## src/rtl/rf_arb_pkg.sv

```systemverilog
// Shared types for the register-file round-robin controller.
// Command and response-tag structs sized for the 8x8 register file.
// No logic here; widths track the default array geometry.
package rf_arb_pkg;

  localparam int AW      = 3;
  localparam int DW      = 8;
  localparam int DEPTH   = 8;
  // Wide enough for up to four requesters.
  localparam int IDW_MAX = 2;

  typedef struct packed {
    logic               we;
    logic [AW-1:0]      addr;
    logic [DW-1:0]      wdata;
    logic [IDW_MAX-1:0] id;
  } rf_cmd_t;

  typedef struct packed {
    logic               valid;
    logic [IDW_MAX-1:0] id;
  } rsp_tag_t;

endpackage

```

## src/rtl/rr_arbiter.sv

```systemverilog
// Round-robin arbiter: one-hot grant to the first request at or after the pointer.
// Latency: grant is combinational; the pointer advances on the accepting edge.
// Backpressure: none; a grant is offered whenever any request is present.
module rr_arbiter #(
  parameter int NREQ = 2
) (
  input  logic            clk,
  input  logic            resetn,
  input  logic [NREQ-1:0] i_req,
  input  logic            i_accept,
  output logic [NREQ-1:0] o_grant
);

  localparam int PW = (NREQ > 1) ? $clog2(NREQ) : 1;

  logic [PW-1:0] r_ptr;
  logic [PW-1:0] w_next;
  logic          w_found;

  // Two passes: requesters at/above the pointer first, then wrap to the low ones.
  always_comb begin
    o_grant = '0;
    w_next  = r_ptr;
    w_found = 1'b0;
    for (int i = 0; i < NREQ; i++) begin
      if (!w_found && i_req[i] && (i >= int'(r_ptr))) begin
        w_found    = 1'b1;
        o_grant[i] = 1'b1;
        w_next     = (i == NREQ - 1) ? '0 : PW'(i + 1);
      end
    end
    for (int i = 0; i < NREQ; i++) begin
      if (!w_found && i_req[i]) begin
        w_found    = 1'b1;
        o_grant[i] = 1'b1;
        w_next     = (i == NREQ - 1) ? '0 : PW'(i + 1);
      end
    end
  end

  // Pointer moves just past the winner on accept; holds while idle.
  always_ff @(posedge clk or negedge resetn) begin
    if (!resetn) begin
      r_ptr <= '0;
    end else if (i_accept && w_found) begin
      r_ptr <= w_next;
    end
  end

endmodule

```

## src/rtl/rf_rr_arbiter.sv

```systemverilog
// Shares one single-port 8x8 register file between NREQ requesters, round-robin.
// Latency: command issued to the array 1 cycle after accept; read response 2 cycles after accept.
// Backpressure: none; one command accepted per cycle. Optional: RF_ARB_UNWRITTEN_CHECK_EN adds rsp_uninit.
module rf_rr_arbiter #(
  parameter int NREQ = 2,
  parameter int AW   = rf_arb_pkg::AW,
  parameter int DW   = rf_arb_pkg::DW,
  parameter int IDW  = (NREQ > 1) ? $clog2(NREQ) : 1
) (
  input  logic               clk,
  input  logic               resetn,
  input  logic [NREQ-1:0]    req_valid,
  output logic [NREQ-1:0]    req_ready,
  input  logic [NREQ-1:0]    req_we,
  input  logic [NREQ*AW-1:0] req_addr,
  input  logic [NREQ*DW-1:0] req_wdata,
  output logic               rsp_valid,
  output logic [IDW-1:0]     rsp_id,
  output logic [DW-1:0]      rsp_rdata,
  output logic               rf_wr,
  output logic               rf_rd,
  output logic [AW-1:0]      rf_addr,
  output logic [DW-1:0]      rf_din,
  input  logic [DW-1:0]      rf_dout,
  input  logic               rf_error,
`ifdef RF_ARB_UNWRITTEN_CHECK_EN
  output logic               rsp_uninit,
`endif
  output logic               err_sticky
);

  import rf_arb_pkg::*;

  logic [NREQ-1:0] w_grant;
  logic            w_any;
  logic            w_accept;
  rf_cmd_t         w_cmd;

  logic            r_wr;
  logic            r_rd;
  logic [AW-1:0]   r_addr;
  logic [DW-1:0]   r_din;
  rsp_tag_t        r_tag1;
  rsp_tag_t        r_tag2;
  logic            r_err;
  logic            w_unused_tag_id;

  assign w_any = |req_valid;

  rr_arbiter #(.NREQ(NREQ)) u_rr (
    .clk      (clk),
    .resetn   (resetn),
    .i_req    (req_valid),
    .i_accept (w_any),
    .o_grant  (w_grant)
  );

  // Grants are forced low while reset is held so the port reads idle immediately.
  assign req_ready = resetn ? w_grant : '0;
  assign w_accept  = |w_grant;

  // Select the winning requester's command fields.
  always_comb begin
    w_cmd = '0;
    for (int i = 0; i < NREQ; i++) begin
      if (w_grant[i]) begin
        w_cmd.we    = req_we[i];
        w_cmd.addr  = req_addr[i*AW +: AW];
        w_cmd.wdata = req_wdata[i*DW +: DW];
        w_cmd.id    = IDW_MAX'(i);
      end
    end
  end

  // Drive the array port from flops; wr and rd are mutually exclusive by construction.
  always_ff @(posedge clk or negedge resetn) begin
    if (!resetn) begin
      r_wr   <= 1'b0;
      r_rd   <= 1'b0;
      r_addr <= '0;
      r_din  <= '0;
    end else begin
      r_wr <= w_accept & w_cmd.we;
      r_rd <= w_accept & ~w_cmd.we;
      if (w_accept) begin
        r_addr <= w_cmd.addr;
        r_din  <= w_cmd.wdata;
      end
    end
  end

  // Tag pipeline lines up the requester ID with the array's registered read data.
  always_ff @(posedge clk or negedge resetn) begin
    if (!resetn) begin
      r_tag1 <= '0;
      r_tag2 <= '0;
    end else begin
      r_tag1.valid <= w_accept & ~w_cmd.we;
      r_tag1.id    <= w_cmd.id;
      r_tag2       <= r_tag1;
    end
  end

  // Any array error is latched until reset; the array only flags wr&rd, which we never drive.
  always_ff @(posedge clk or negedge resetn) begin
    if (!resetn) begin
      r_err <= 1'b0;
    end else begin
      r_err <= r_err | rf_error;
    end
  end

`ifdef RF_ARB_UNWRITTEN_CHECK_EN
  logic [DEPTH-1:0] r_written;
  logic             r_uninit;

  // Bitmap marks issued writes; a read samples it on its issue cycle.
  always_ff @(posedge clk or negedge resetn) begin
    if (!resetn) begin
      r_written <= '0;
      r_uninit  <= 1'b0;
    end else begin
      if (r_wr) begin
        r_written[r_addr] <= 1'b1;
      end
      r_uninit <= r_tag1.valid & ~r_written[r_addr];
    end
  end

  assign rsp_uninit = r_uninit;
`endif

  assign rf_wr      = r_wr;
  assign rf_rd      = r_rd;
  assign rf_addr    = r_addr;
  assign rf_din     = r_din;
  assign rsp_valid  = r_tag2.valid;
  assign rsp_id     = r_tag2.id[IDW-1:0];
  assign rsp_rdata  = rf_dout;
  assign err_sticky = r_err;

  // Upper ID bits are spare when fewer than four requesters are configured.
  assign w_unused_tag_id = ^r_tag2.id;

endmodule

```

## config.mk

```make
export PLATFORM = sky130hd
export DESIGN_NAME = rf_rr_arbiter
export DESIGN_NICKNAME = d
export VERILOG_FILES = /design/src/rtl/rf_arb_pkg.sv /design/src/rtl/rr_arbiter.sv /design/src/rtl/rf_rr_arbiter.sv
export SDC_FILE = /design/constraint.sdc
export NUM_CORES = 1
export LEC_CHECK = 0
export CAP_MARGIN = 20
export CORE_MARGIN = 3
export CORE_UTILIZATION = 35
export DETAILED_ROUTE_END_ITERATION = 16
export HOLD_SLACK_MARGIN = 0.15
export PLACE_DENSITY = 0.79
export SLEW_MARGIN = 20
export SYNTH_ARGS = -nofsm -noshare
export SYNTH_HDL_FRONTEND = slang
export SYNTH_SLANG_ARGS = --single-unit
```

## constraint.sdc

```tcl
create_clock -name clk -period 1.5 [get_ports clk]
set_clock_uncertainty 0.2 [all_clocks]
set_input_delay 0.3 -clock clk [delete_from_list [all_inputs] [get_ports clk]]
set_output_delay 0.3 -clock clk [all_outputs]
set_load 0.05 [all_outputs]
```

==> summary.txt, run 1 <==
Synth cell types - 19
Synth top area cells - dfrtp_1 48%, o221a_2 12%, a211o_1 10%, nor2b_1 7.4%, buf_4 6.4%
Final WL - 2.74 mm
Asr flop ratio synth - 100%
# port buffers - 46
Max-Cap Viols - 0
Layout cells sized above 1 - 41.1%
Initial antenna violation count - 0
Fmax - 590 MHz
Clock power frac - 18.4%
First-pass GRT wire length - 4.27 mm
Via density - 5.32
# diodes - 0
Worst VDD drop - 594 uV
Clk_lat worst skew - 0.29 ns
Min-Delay Path Class - reg -> reg
H-tree lvl count - 1
WP data arrival - 1.20 ns
Dpl hpwl - 1.92 mm
Reg power frac - 37.0%
Mux cell area share after synthesis - 0%
Post-synth top cells - 18 x dfrtp_1, 11 x a211o_1, 11 x nor2b_1
Final Non-Filler Cells - 159
Failing checks - setup timing
Largest family of logic cells by synthesized area - compound AO/OA/AOI/OAI gates
Seq/Total Area, Yosys - 48.3%
Die height - 57.6 um
P_int - 1.08 mW
Adder-cell share of the synthesized area - 0%
Critical Path RT - 1.00 ns
Post-synth top area cell - dfrtp_1
FP Rows - 18
Sink Count - 18
Placed Cells - 149
Sw Share - 33.3%
Syn. warnings - 0
Clock Tree Buf Depth - 2
CP Class - reg -> out
Setup repair after global routing missed its margin - true
Routed len/inst - 17.2 um
Slew @ Worst Pin - 0.229 ns
Slowest stage cell, crit path - dfrtp_1
Remaining DRCs - 0
Grt ovf - 0
Syn Area/Cell - 12.3 sq um
Post-synthesis register bit count - 18
Placed Area - 0.00157 sq mm
Root buffer cell - clkbuf_4
Gpl congestion - 0.771
Sw power - 0.539 mW
Xor and xnor area share after synthesis - 0%
Pins Over Slew Limit - 0
Die X - 57.6 um
Post-Synth Simple-Gate Area - 12.2%
DR vias - 846
Synth top area share - 48.3%
Final setup fails - 2
Slew headroom - 84.7%
Max incr delay on CP - 0.42 ns
Top-count cell post-synth - dfrtp_1
Status - complete, but fails checks
Initial DRT Pass Iterations - 4
Fin util - 67.2%
Number of global-route vias before repair - 914
Die area - 0.00332 sq mm
I/O pins - 63
Synthesized Nets - 113
Gr usage total - 16.6%
Area Overhead vs Synth - 80.0%
Clock buffer count from CTS - 3
Fin crit period - 1.70 ns
CP bufs+invs - 1
Post-DRT Antenna Nets - 0
Leakage - 0.740 nW
Top FF cell, synth - dfrtp_1
First-iteration detailed-routing DRC count - 14
Setup WS post-layout - -0.196 ns
CP max FO - 3
Cell Area, Synth - 933 sq um
Critical Path Source Type - register
Compound-gate portion of the synthesized area - 26.9%
Gate power share - 44.6%
Fillcell total - 174
Pwr per Cell Area - 962 mW/mm^2
Period utilization - 113%
Initial Util - 37.3%
Critical path's top delay family - flip-flops
Number of synthesized flops with an enable pin - 0
Worst-path clk slew - 0.10 ns
Design area - 0.00168 sq mm
Final nets - 167
Worst setup EP type - primary output
Cell chain of the critical path - nand2b_4, and3_4, buf_6
CORE AREA - 0.00250 sq mm
Final setup TNS - -0.356 ns
Largest net degree at the start of global routing - 17
TritonCTS clock tree - done
Mapped Cells - 76
Hold Vio Cnt, Final - 0
## stage by stage
| step | hold WS (ns) | power, mW | setup WS, ns |
|---|---|---|---|
| global placement | 0.133 | 1.28 | -0.315 |
| finish | 0.158 | 1.62 | -0.196 |
| CTS | 0.162 | 1.60 | -0.197 |
| detailed placement | 0.140 | 1.29 | -0.380 |
| floorplan | -0.196 | 0.968 | 0.00455 |
| global route | 0.176 | 1.68 | -0.244 |
## final cells by class
cell class	count	area, sq um	area share (%)
multi-input combinational	44	398	23.7
tap	30	37.5	2.23
sequential	18	450	26.8
timing repair buffer	61	751	44.7
clock buffer	4	36.3	2.16
inverter	2	7.51	0.447
## timing repair
action	in CTS	in global routing
hold buffers	1	0
pin swaps	1	1
endpoints found under the hold margin	18	0
setup endpoints to repair	10	13
cloned	0	1
gates resized for setup	7	2
setup buffers	2	2
## worst register-to-register path: cells and delay by family, from the launching register on
family / cells / cell delay, ns
flops: 1 / 0.42
buf+inv: 2 / 0.30
compound gates: 1 / 0.26
simple gates: 1 / 0.16
## state kept, by name (all words and copies together) (netlist names)
name        cells
rsp_valid       1
u_rr.r_ptr      1
r_tag1          2
rf_addr         3
rf_wr           1
err_sticky      1
rsp_id          1
rf_din          8
## cell families (layout without fill, tap and decap cells)
family	Yosys count	in the layout
AO/OA/AOI/OAI	26	26
flip-flops	18	18
AND/OR/NAND/NOR	17	18
buffers and inverters	15	67
## layer usage
layer	GRT usage (%)	vias up	routed length [um]
met5	0	-	0
met4	7.62	0	53
met3	4.68	8	207
met2	27.6	43	1380
met1	19.8	407	1110
li1	-	388	-
## power groups by stage
stage | logic [mW] | registers [mW] | clock network (mW)
after floorplan | 0.217 | 0.750 | 0
after global placement | 0.673 | 0.604 | 0
after detailed placement | 0.684 | 0.606 | 0
after CTS | 0.703 | 0.598 | 0.301
after global routing | 0.751 | 0.604 | 0.321
final | 0.721 | 0.597 | 0.297
## layout by cell type (no fill, tap or decap)
cell | Yosys | final
a211o_1 | 11 | 11
a21boi_2 | 1 | 1
a32o_1 | 1 | 1
and2_4 | 0 | 1
and3_4 | 0 | 1
buf_12 | 0 | 17
buf_4 | 8 | 13
buf_6 | 4 | 1
buf_8 | 0 | 1
clkbuf_4 | 0 | 3
clkbuf_8 | 0 | 1
clkdlybuf4s50_1 | 0 | 25
dfrtp_1 | 18 | 18
dlygate4sd2_1 | 0 | 3
dlygate4sd3_1 | 0 | 1
inv_1 | 1 | 1
inv_2 | 1 | 1
nand2_4 | 1 | 1
nand2_8 | 0 | 1
nand2b_1 | 1 | 1
nand2b_4 | 0 | 1
nor2b_1 | 11 | 11
o21ai_1 | 2 | 2
o221a_1 | 1 | 1
o221a_2 | 10 | 10
or2_1 | 1 | 1
## path summary, 6_finish.rpt
path	start	to	slack, ns	depth (start not counted)
max in group asynchronous	resetn	rf_addr[1]	0.43	3
max reg2reg	u_rr.r_ptr	rf_din[1]	0.06	4
min in group asynchronous	resetn	err_sticky	0.54	3
min	r_tag1[0]	rsp_id	0.16	0
min reg2reg	r_tag1[0]	rsp_id	0.16	0
max	u_rr.r_ptr	req_ready[1]	-0.20	3
Power figures use the tool's default switching activity.
==> run 2: changes to the inputs <==
CTS_CLUSTER_DIAMETER = 150   (was unset)
==> results of run 2 <==
The final DEF is identical to that of run 1; final timing and power are the same.
==> run 3: changes to the inputs <==
CORE_ASPECT_RATIO = 1.4   (was unset)
==> run 3 against run 2 <==
Net effect:
- the run still ends with setup timing left
- via count grew 0.71%
- total power up 5.3%
- first-iteration DRC count decreased by 71%
- clock power decreased by 1%
- critical path type unchanged
- largest cell class unchanged
==> summary.txt, run 3 (synthesized netlist as in run 1, its figures left out) <==
Remaining DRCs - 0
Register area - 450 sq um
Clk_lat worst skew - 0.29 ns
Status - complete, but fails checks
Initial Util - 37.8%
Min-Delay Path Class - reg -> reg
Area Overhead vs Synth - 94.9%
Slew @ Worst Pin - 0.247 ns
R2r setup slk - -0.04 ns
Period utilization - 114%
First-iteration detailed-routing DRC count - 4
Fillcell total - 163
Commonest non-fill, non-tap cell in the layout - clkdlybuf4s50_1
Final setup fails - 14
Critical Path End - req_ready[1]
Die area - 0.00333 sq mm
DR vias - 852
CORE AREA - 0.00247 sq mm
Slew headroom - 83.5%
Fmax - 585 MHz
Worst setup EP type - primary output
FP Rows - 21
Critical Path Source Type - register
Hold Vio Cnt, Final - 0
# diodes - 0
Final WL - 3.23 mm
# port buffers - 46
Commonest cells after routing, fill and taps aside - 25 x clkdlybuf4s50_1, 18 x dfrtp_1, 18 x buf_12, 11 x nor2b_1, 11 x a211o_1
Critical path's top delay family - flip-flops
Routed len/inst - 19.8 um
H-tree lvl count - 1
Area occupied by multi-input gates - 494 sq um
Die height - 67.1 um
Worst reg2reg path startpoint - u_rr.r_ptr
First-pass GRT wire length - 4.40 mm
Worst VDD drop - 640 uV
Post-DRT Antenna Nets - 0
I/O pins - 63
Initial antenna violation count - 0
Die X - 49.6 um
Worst hold slack - 0.173 ns
Max FFs per register - 8
Critical Path RT - 1.00 ns
Clock Tree Buf Depth - 2
Gpl congestion - 0.777
Slowest stage cell, crit path - dfrtp_1
CP max FO - 3
Via density - 5.23
Worst-path clk slew - 0.10 ns
Max-Cap Viols - 0
Layout cells sized above 1 - 41.1%
Final nets - 167
Reg2reg end - rf_din[3]
WP data arrival - 1.21 ns
Fin crit period - 1.71 ns
Root buffer cell - clkbuf_4
Reg2reg path depth - 5
Grt ovf - 0
Cell chain of the critical path - nand2b_4, and3_4, buf_8
WP depth - 3
Gr usage total - 17.1%
Worst setup startpoint - u_rr.r_ptr
Initial DRT Pass Iterations - 4
CP bufs+invs - 1
Sink Count - 18
Failing checks - setup timing
Setup WS post-layout - -0.210 ns
Pwr per Cell Area - 935 mW/mm^2
Dpl hpwl - 2.01 mm
TritonCTS clock tree - done
Largest net degree at the start of global routing - 17
Leakage - 0.785 nW
Clock buffer count from CTS - 3
Pre-CTS WS - -0.384 ns
Setup repair after global routing missed its margin - true
CP Class - reg -> out
Max incr delay on CP - 0.42 ns
Pins Over Slew Limit - 0
Number of global-route vias before repair - 891
[run 3: cell count changes in the layout (fill, tap and decap cells not counted), sizes merged]
cell / delta
buf: -1
clkbuf: +1
[run 3: worst register-to-register path, cell delays in order (launching register included)]
cell	delay [ns]
dfrtp_1	0.42
nand2b_4	0.16
buf_4	0.13
buf_6	0.12
buf_12	0.14
o221a_4	0.25
[run 3: stage by stage]
step | std cells | area (sq um) | utilization (%) | power, mW | setup TNS [ns]
after floorplan | 76 | 940 | - | 0.968 | 0
after global placement | 153 | 1580 | 63.8 | 1.28 | -4.38
after detailed placement | 153 | 1580 | 63.8 | 1.29 | -5.14
after CTS | 159 | 1650 | 66.9 | 1.60 | -0.367
after global routing | 163 | 1820 | 73.7 | 1.77 | -1.26
final | 163 | 1820 | 73.7 | 1.70 | -0.777
[run 3: worst min path at each step]
stage / start / end / slack, ns / cells after the start
global placement: r_tag1[0] / rsp_id / 0.14 / 0
global route: r_tag1[0] / rsp_id / 0.18 / 0
detailed placement: r_tag1[0] / rsp_id / 0.14 / 0
finish: r_tag1[0] / rsp_id / 0.17 / 0
CTS: r_tag1[0] / rsp_id / 0.16 / 0
floorplan: resetn / err_sticky / -0.20 / 0
[run 3: power by group]
part	total, mW	switching [mW]	internal [mW]
registers	0.599	0.0589	0.541
clock network	0.293	0.145	0.148
logic	0.809	0.369	0.439
[run 3: routing by layer]
metal	up-vias	GRT usage, %	part of all wire [%]
met5	-	0	0
met4	0	3.11	0.90
met3	4	4.03	4.7
met2	41	30.6	54
met1	418	20.8	40
li1	389	-	-
[run 3: area by class of cell]
| type | instances | share of cell area (%) |
|---|---|---|
| clock buffers | 4 | 1.99 |
| inverters | 2 | 0.413 |
| multi-input cells | 44 | 27.2 |
| flip-flops and latches | 18 | 24.8 |
| well taps | 34 | 2.34 |
| repair buffers | 61 | 43.3 |
[run 3: timing repair]
action | 4_1_cts | 5_1_grt
endpoints found under the hold margin | 18 | 0
hold buffers | 1 | 0
setup buffers | 1 | 2
cloned | 0 | 2
pin swaps | 1 | 13
resized for setup | 9 | 16
setup endpoints to repair | 13 | 13
